<file path="src/rtl/stage_mem_pkg.sv">
// stage_mem_pkg -- shared constants and types for the MEM pipeline stage.
//   DATA_W / REG_ADDR_W : default datapath and register-index widths
//   mem_st_e            : bus-access FSM encoding (IDLE / WAIT / DONE)
package stage_mem_pkg;

  localparam int DATA_W     = 32;
  localparam int REG_ADDR_W = 5;

  typedef enum logic [1:0] {
    MEM_ST_IDLE = 2'd0,
    MEM_ST_WAIT = 2'd1,
    MEM_ST_DONE = 2'd2
  } mem_st_e;

endpackage

</file>
<file path="src/rtl/stage_mem.sv">
// stage_mem -- memory stage. Passes ALU results straight to WB, or runs one
// load/store on a req/ack bus while holding the upstream stage, then commits
// the write-back result. A bus timeout aborts the access and sets a sticky
// error flag.
//
// Ports:
//   clk, rst                  clock, synchronous active-high reset
//   en, stall, flush          stage enable, downstream stall, bubble marker
//   reg_wr, reg_addr_rd       write-back request from EX
//   mem_rd, mem_wr            load / store (store wins if both)
//   alu_res, store_data       EX result (also address), store data
//   mem_req/we/addr/wdata     registered bus request
//   mem_ack, mem_rdata        one-cycle completion pulse, read data
//   stall_req                 combinational hold request to upstream
//   out_reg_wr/addr_rd/data   write-back to WB
//   out_flush                 bubble marker to WB
//   out_bus_err               sticky timeout flag
module stage_mem
  import stage_mem_pkg::*;
#(
  parameter int DATA_W      = 32,
  parameter int REG_ADDR_W  = 5,
  parameter int TIMEOUT_CYC = 16
) (
  input  logic                  clk,
  input  logic                  rst,
  input  logic                  en,
  input  logic                  stall,
  input  logic                  flush,
  input  logic                  reg_wr,
  input  logic [REG_ADDR_W-1:0] reg_addr_rd,
  input  logic                  mem_rd,
  input  logic                  mem_wr,
  input  logic [DATA_W-1:0]     alu_res,
  input  logic [DATA_W-1:0]     store_data,
  output logic                  mem_req,
  output logic                  mem_we,
  output logic [DATA_W-1:0]     mem_addr,
  output logic [DATA_W-1:0]     mem_wdata,
  input  logic                  mem_ack,
  input  logic [DATA_W-1:0]     mem_rdata,
  output logic                  stall_req,
  output logic                  out_reg_wr,
  output logic [REG_ADDR_W-1:0] out_reg_addr_rd,
  output logic [DATA_W-1:0]     out_reg_data,
  output logic                  out_flush,
  output logic                  out_bus_err
);

  localparam int CNT_W = (TIMEOUT_CYC > 1) ? $clog2(TIMEOUT_CYC) : 1;

  // Request fields latched at accept; upstream is not re-sampled afterwards.
  typedef struct packed {
    logic                  is_load;
    logic                  reg_wr;
    logic [REG_ADDR_W-1:0] rd;
  } pend_t;

  mem_st_e             state, state_nxt;
  pend_t               pend;
  logic [CNT_W-1:0]    cnt;
  logic [DATA_W-1:0]   cap_data;
  logic                cap_abort;

  logic                commit, memop, to_hit;
  logic                accept, req_clr, cnt_inc, cap_en, cap_abort_nxt, err_set;
  logic                wb_en, wb_wr, wb_flush;
  logic [DATA_W-1:0]   wb_data;
  logic [REG_ADDR_W-1:0] wb_rd;

  assign commit = en && !stall;
  assign memop  = en && !flush && (mem_rd || mem_wr);

  // Timeout fires on the last allowed WAIT cycle; an ack in that same cycle
  // is checked first in the FSM and therefore wins.
  if (TIMEOUT_CYC > 0) begin : g_to
    localparam logic [CNT_W-1:0] CNT_LAST = CNT_W'(TIMEOUT_CYC - 1);
    assign to_hit = (cnt == CNT_LAST);
  end else begin : g_no_to
    assign to_hit = 1'b0;
  end

  always_ff @(posedge clk) begin
    if (rst) state <= MEM_ST_IDLE;
    else     state <= state_nxt;
  end

  always_comb begin
    state_nxt     = state;
    stall_req     = 1'b0;
    accept        = 1'b0;
    req_clr       = 1'b0;
    cnt_inc       = 1'b0;
    cap_en        = 1'b0;
    cap_abort_nxt = 1'b0;
    err_set       = 1'b0;
    wb_en         = 1'b0;
    wb_wr         = 1'b0;
    wb_flush      = 1'b0;
    wb_data       = '0;
    wb_rd         = pend.rd;
    case (state)
      MEM_ST_IDLE: begin
        if (memop) begin
          stall_req = 1'b1;
          accept    = 1'b1;
          state_nxt = MEM_ST_WAIT;
        end else if (commit) begin
          wb_en    = 1'b1;
          wb_wr    = reg_wr && !flush;
          wb_data  = alu_res;
          wb_rd    = reg_addr_rd;
          wb_flush = flush;
        end
      end
      MEM_ST_WAIT: begin
        stall_req = 1'b1;
        if (mem_ack) begin
          req_clr = 1'b1;
          if (commit) begin
            stall_req = 1'b0;
            wb_en     = 1'b1;
            wb_wr     = pend.is_load && pend.reg_wr;
            wb_data   = pend.is_load ? mem_rdata : mem_addr;
            state_nxt = MEM_ST_IDLE;
          end else begin
            cap_en    = 1'b1;
            state_nxt = MEM_ST_DONE;
          end
        end else if (to_hit) begin
          // Abort completes the instruction with write-back suppressed, so
          // upstream is released just as for an ack.
          req_clr = 1'b1;
          err_set = 1'b1;
          if (commit) begin
            stall_req = 1'b0;
            wb_en     = 1'b1;
            state_nxt = MEM_ST_IDLE;
          end else begin
            cap_en        = 1'b1;
            cap_abort_nxt = 1'b1;
            state_nxt     = MEM_ST_DONE;
          end
        end else begin
          cnt_inc = 1'b1;
        end
      end
      MEM_ST_DONE: begin
        stall_req = !commit;
        if (commit) begin
          wb_en     = 1'b1;
          wb_wr     = !cap_abort && pend.is_load && pend.reg_wr;
          wb_data   = cap_abort    ? '0 :
                      pend.is_load ? cap_data : mem_addr;
          state_nxt = MEM_ST_IDLE;
        end
      end
      default: state_nxt = MEM_ST_IDLE;
    endcase
  end

  // Bus request, pending request, counter and capture buffer.
  always_ff @(posedge clk) begin
    if (rst) begin
      mem_req   <= 1'b0;
      mem_we    <= 1'b0;
      mem_addr  <= '0;
      mem_wdata <= '0;
      pend      <= '0;
      cnt       <= '0;
      cap_data  <= '0;
      cap_abort <= 1'b0;
    end else begin
      if (accept) begin
        mem_req   <= 1'b1;
        mem_we    <= mem_wr;
        mem_addr  <= alu_res;
        mem_wdata <= store_data;
        cnt       <= '0;
        pend      <= '{is_load: !mem_wr, reg_wr: reg_wr, rd: reg_addr_rd};
      end
      if (req_clr) mem_req <= 1'b0;
      if (cnt_inc) cnt <= cnt + 1'b1;
      if (cap_en) begin
        cap_data  <= cap_abort_nxt ? '0 : mem_rdata;
        cap_abort <= cap_abort_nxt;
      end
    end
  end

  // Write-back registers; out_bus_err only clears on reset.
  always_ff @(posedge clk) begin
    if (rst) begin
      out_reg_wr      <= 1'b0;
      out_reg_addr_rd <= '0;
      out_reg_data    <= '0;
      out_flush       <= 1'b0;
      out_bus_err     <= 1'b0;
    end else begin
      if (err_set) out_bus_err <= 1'b1;
      if (wb_en) begin
        out_reg_wr      <= wb_wr;
        out_reg_addr_rd <= wb_rd;
        out_reg_data    <= wb_data;
        out_flush       <= wb_flush;
      end
    end
  end

endmodule
</file>
<file path="config.mk">
export PLATFORM = sky130hd
export DESIGN_NAME = stage_mem
export DESIGN_NICKNAME = d
export VERILOG_FILES = /design/src/rtl/stage_mem_pkg.sv /design/src/rtl/stage_mem.sv
export SDC_FILE = /design/constraint.sdc
export NUM_CORES = 1
export LEC_CHECK = 0
export ABC_AREA = 1
export CAP_MARGIN = 30
export CORE_ASPECT_RATIO = 0.75
export CORE_MARGIN = 2
export CORE_UTILIZATION = 40
export CTS_BUF_LIST = sky130_fd_sc_hd__clkbuf_16
export CTS_CLUSTER_DIAMETER = 80
export DETAILED_ROUTE_END_ITERATION = 6
export PLACE_DENSITY = 0.7
export SLEW_MARGIN = 30
export SYNTH_ARGS = -nofsm -noshare
export SYNTH_HDL_FRONTEND = slang
export SYNTH_SLANG_ARGS = --single-unit
</file>
<file path="constraint.sdc">
create_clock -name clk -period 2 [get_ports clk]
set_input_delay 0.3 -clock clk [delete_from_list [all_inputs] [get_ports clk]]
set_output_delay 0.3 -clock clk [all_outputs]
set_load 0.03 [all_outputs]
</file>
; ---- Word-level counts from Yosys, hierarchy flattened
; Index checks and enable logic that the tools add are counted.
[totals]
ff_bits = 152
latch_bits = 0
mem_bits_rw = 0
romBits = 0
inputBits = 110
out_inout_bits = 107
elab_cells = 94
memories = 0
[classes]
add_sub_neg = 1
n_mul = 0
div = 0
n_lt_le_gt_ge = 0
n_eq_ne = 6
shifts = 0
muxes = 54
bitwise_logic = 0
reduce_logical = 17
[op_table]
columns = operator, count
row1 = 32-bit 2-to-1 mux, 9
row2 = 32-bit case mux with 3 select lines, 1
row3 = 1-bit 2-to-1 mux, 30
row4 = 5-bit 2-to-1 mux, 3
row5 = 2-bit 2-to-1 mux, 5
row6 = 1-bit case mux with 3 select lines, 3
row7 = 4-bit 2-to-1 mux, 2
row8 = 1-bit logical AND, 7
row9 = 2-bit case mux with 3 select lines, 1
row10 = 1-bit logical NOT, 5
row11 = 4-bit by 1-bit adder with 4-bit output (second input constant), 1
row12 = 4-bit == test (second input constant), 1
row13 = 2-bit != test (second input constant), 2
row14 = 3-bit != test (second input constant), 1
row15 = 3-bit AND reduction, 1
row16 = 2-bit by 1-bit == test with 1-bit output (second input constant), 1
row17 = 2-bit == test (second input constant), 1
row18 = 2-bit logical NOT, 1
row19 = 2-bit nonzero test, 1
row20 = 2-bit OR reduction, 1
row21 = 1-bit logical OR, 1

; ---- Logic depth before layout (Yosys ltp)
[logic_depth]
word_depth = 7
mapped_depth = 11

; ---- Worst setup path before layout
; No wires, ideal clock.
[synth_path]
path_kind = register -> output
from = register state[1]
to = output stall_req
arrival_time_ps = 1301
path_slack_ps = 399
path_stages_with_launch = 7
path_buffers = 2
cell_sequence = dfxtp_1 nor2_2 buf_2 buf_2 nor2_1 o21ai_0 inv_1
[synth_via]
elab_chain_len = 2
[synth_rtl]
columns = item, line_no
row1 = from (decl), stage_mem.sv:59  ; mem_st_e state, state_nxt;
row2 = from (signal assigned), stage_mem.sv:85  ; else state <= state_nxt;
row3 = 2-bit == test (tied with other cells), stage_mem.sv:102  ; case (state)
row4 = 1-bit case mux with 3 select lines (*), stage_mem.sv:102
row5 = to (decl), stage_mem.sv:42  ; output logic stall_req,
; Every way passes the cells marked *; elsewhere a longest branch is shown, timed or not.

; ---- Final worst setup path
[layout_path]
from = register cnt[0]
to = output stall_req
[layout_via]
elab_chain_len = 4
[layout_rtl]
columns = item, line_no
row1 = from (decl), stage_mem.sv:61  ; logic [CNT_W-1:0] cnt;
row2 = from (signal assigned), stage_mem.sv:183  ; if (cnt_inc) cnt <= cnt + 1'b1;
row3 = 4-bit == test, stage_mem.sv:78  ; assign to_hit = (cnt == CNT_LAST);
row4 = 1-bit 2-to-1 mux, stage_mem.sv:130  ; end else if (to_hit) begin
row5 = 1-bit 2-to-1 mux, stage_mem.sv:118  ; if (mem_ack) begin
row6 = 1-bit case mux with 3 select lines, stage_mem.sv:102
; Every way passes these cells.

==> reports/summary.md <==
The run finished with clean final reports. sky130_fd_sc_hd__nand2_1 is the most common cell in the netlist. On the final layout, the worst clock skew is 9.36 ps.

The sequential cell area fraction in the yosys report was 42.3%. In this run the standard cell core region covers 17,600 µm². VDD sags by at most 0.000466 V.

The run gives 4 as the H-tree level count. The via count of the routed design is 7,927. For this run, the top clock speed supported by timing is 522 MHz. The clock period could shrink to 1910 ps. Across the run, the number of max-cap violations was 0. At the placement stage, the worst setup path has a slack of 35.3 ps. The number of vias per cell was 5.04; the delay contributed by the slowest stage of the critical path was 370 ps.

In this run the worst path has a maximum fanout of 4. The top flip-flop cell by instance count after synthesis is sky130_fd_sc_hd__dfxtp_1. At the end of routability-driven placement, the weighted congestion stood at 0.824. The total overflow left after global routing is 0. STA classifies the critical path startpoint as a flip-flop.

Entering global routing, the biggest net connects 110 pins. Summing the areas of all xor and xnor instances in the mapped netlist gives 0% of the synthesized area. The tools report the number of hold buffers added after cts as 0. The signal on the critical path passes through ha_4 -> nand3_4 -> nand2_2 -> nor2_4 -> inv_1 -> nand2_2 -> o21ai_1 -> inv_1 -> buf_6.

Synthesis produced a netlist with a net count of 1,231. The number of nets in the final layout is 1,428. For the count of final hold-check violations, the log shows 0. TritonCTS built the clock tree. The logs give 19,100 µm² for the area of the die and 85.9 ps for the final worst-path setup slack.

Data on the critical path arrives at its endpoint at 1610 ps. In this run switching power makes up 32.9% of total power. The proportion of layout cells with a drive suffix above 1 came out at 7.14%.

The largest total area in the synthesized netlist belongs to sky130_fd_sc_hd__dfxtp_1. After synthesis, the share of flip-flops with an asynchronous set or reset is 0%. The portion of synthesized area spent on multiplexers is 0%. The number of failing setup endpoints in the final timing report was 0; the relative slew slack was 54.4%.

Once detail routing completed, the nets flagged for antenna violations numbered 0. The power spent charging and discharging nets was 0.00317 W. Each instance of the synthesized netlist takes up on average 6.42 µm². The synthesized netlist devotes 40.7% of its cell area to simple gates. The internal portion of the total power is 0.00646 W. The tools report the initial antenna violation count as 0. Sorting the synthesized cells by how often they occur yields sky130_fd_sc_hd__nand2_1 (433), sky130_fd_sc_hd__nand3_1 (173), sky130_fd_sc_hd__dfxtp_1 (152).

The compound-cell area share of the yosys netlist works out to 8.32%. The via count of the first global-routing pass was 7,345; the clock group share of total power was 35.2%. Global routing consumed, over all layers together, 24.3% of the routing resources. Startpoint of the lowest-slack register-to-register path: cnt[0].

Yosys printed 0 warnings. In this run the vertical extent of the chip is 120 µm. The worst path uses 95.7% of the clock period. The tools report the origin of the worst setup path as cnt[0]. The first detailed-routing pass took 5 iterations. The synthesized netlist occupies a cell area of 7190 µm². Clock-pin slew was measured on the worst setup and hold paths at 60 ps. Port buffering added 216 buffers. The share of total power dissipated in combinational logic is 28.6%.

The largest individual stage delay along the critical path comes from the cell sky130_fd_sc_hd__dfxtp_4. The starting utilization of the core area came out at 40.8%. The tools report the number of clock sinks as 152. From synthesis to final layout, the design area changed by 44.2%. In this run the register-to-register setup slack is 180 ps. Summing the areas of all fa, ha and maj instances in the mapped netlist gives 0.174% of the synthesized area. The power per cell area works out to 929 nW/µm². By area the synthesized netlist is led by sky130_fd_sc_hd__dfxtp_1 (42%), sky130_fd_sc_hd__nand2_1 (23%), sky130_fd_sc_hd__nand3_1 (12%). Summed over all cells, the static leakage comes to 4.47 nW. The routed wire length per instance is 14.8 µm. The floorplan has 42 rows. In this run the worst hold path is classified as input port to flip-flop.

Endpoint of the worst setup timing path: stall_req. Measured on the finished design, the core utilization comes to 58.9%. The number of placed I/O pins was 217; the transition at the pin with the smallest max-transition slack was 684 ps. Total wire length after detailed routing: 23,200 µm. Number of enable-type register cells in the synthesized netlist: 0. The share of synthesized area in the top cell type comes to 42.3%.

The half-perimeter wire length after placement is 15,100 µm. The number of different library cells used by synthesis comes to 21. The logs give 1700 ps for the data required time of the critical path and 1,120 for the synthesized instance count. For the worst-skew pair, the clock arrives at the later sink with an insertion delay of 430 ps. The kind of critical path was flip-flop to output pin.

The run gives 0 as the post-detailed-route DRC marker count. The root buffer cell chosen for the clock tree is sky130_fd_sc_hd__clkbuf_16. The combinational family with the most area after synthesis is simple AND/OR/NAND/NOR gates. Relative contribution of sequential cells to total power: 36.2%. The die is 159 µm wide.

0 antenna diodes ended up in the layout. No sink is reached through more buffers than the 2 on the longest clock path. The DRC violation total after the first TritonRoute iteration was 535. The critical path endpoint category was an output pin. The number of max-slew violations in the final report is 0, and the total clock buffers created by CTS is 17. In this run, synthesis produced a sequential element count of 152. Count of cells along the worst register-to-register path: 11. The terminus of the critical flop-to-flop path is out_reg_data[29]. The wire length of the first global-routing pass was 37,500 µm.
[area by class of cell]
type / instances / area, µm²
sequential: 152 / 3060
inverter: 60 / 225
tap: 242 / 303
fill: 1668 / 7240
multi-input combinational: 827 / 3600
clock inverter: 15 / 184
clock buffer: 17 / 425
timing repair buffer: 259 / 2570
[timing repair]
| action | in CTS | in global routing |
|---|---|---|
| buffers inserted | 1 | 2 |
| pin swaps | 2 | 4 |
| setup endpoints to repair | 1 | 1 |
| resized for setup | 8 | 10 |
[sequential cells by signal, summed over array words and instances (netlist names), 2 cells and up]
| name | flops |
|---|---|
| cnt | 4 |
| out_reg_data | 32 |
| mem_wdata | 32 |
| mem_addr | 32 |
| cap_data | 32 |
| out_reg_addr_rd | 5 |
| state | 2 |
| pend | 7 |
[worst min-delay path by stage]
| stage | cells past startpoint | to | startpoint | slack [ps] |
|---|---|---|---|---|
| 4_1_cts | 4 | out_reg_data[29] | rst | 360 |
| 2_1_floorplan | 2 | pend[3] | pend[3] | 440 |
| 5_1_grt | 4 | out_reg_data[29] | rst | 380 |
| 6_report | 4 | out_reg_data[29] | rst | 360 |
| 3_3_place_gp | 2 | mem_we | mem_we | 430 |
| 3_5_place_dp | 2 | mem_we | mem_we | 440 |
[kinds of logic after synthesis]
| logic type | Yosys count |
|---|---|
| and+or+nand+nor | 707 |
| AOI/OAI and AO/OA | 119 |
| buffers and inverters | 141 |
| DFF | 152 |
| adders and majority gates | 1 |
[metal layers]
metal / track usage (%) / part of all wire, % / vias up / wire length (µm)
li1: - / - / 3964 / -
met1: 33.1 / 47 / 3641 / 11000
met2: 38.2 / 44 / 298 / 10100
met3: 6.43 / 8.2 / 24 / 1900
met4: 6.42 / 1.0 / 0 / 233
met5: 0 / 0 / - / 0
[stage by stage]
step	hold WS, ps	total power, W	cell area (µm²)	std cells	setup TNS, ps
finish	364	0.00963	10400	1572	0
global route	377	0.0101	10400	1572	-22.3
CTS	358	0.00966	10300	1570	0
detailed placement	440	0.00626	9670	1537	0
global placement	432	0.00624	9670	1537	0
floorplan	439	0.00515	7190	1120	0
[layout by cell type, fill, tap and decap left out, types with 7 or more instances in the layout]
master                            instances
sky130_fd_sc_hd__a21oi_1                113
sky130_fd_sc_hd__buf_12                   7
sky130_fd_sc_hd__buf_4                   37
sky130_fd_sc_hd__clkbuf_16               17
sky130_fd_sc_hd__clkdlybuf4s50_1        214
sky130_fd_sc_hd__dfxtp_1                147
sky130_fd_sc_hd__inv_1                   59
sky130_fd_sc_hd__nand2_1                429
sky130_fd_sc_hd__nand3_1                171
sky130_fd_sc_hd__nand4_1                  9
sky130_fd_sc_hd__nor2_1                  84
[power groups by stage]
stage	Clock [W]	Sequential (W)	Combinational, W
floorplan	0	0.00397	0.00118
global placement	0	0.00354	0.00269
detailed placement	0	0.00354	0.00271
CTS	0.00343	0.00348	0.00274
global route	0.00357	0.00352	0.00300
finish	0.00339	0.00348	0.00276
[critical path, delay by kind of cell (launching register included)]
family / cells / cell delay [ps]
AND/OR/NAND/NOR: 4 / 300
flip-flops: 1 / 370
buffers and inverters: 3 / 250
AO/OA/AOI/OAI: 1 / 110
adder cells (fa/ha/maj): 1 / 150
Note: power is estimated with default switching activity, not from simulation.
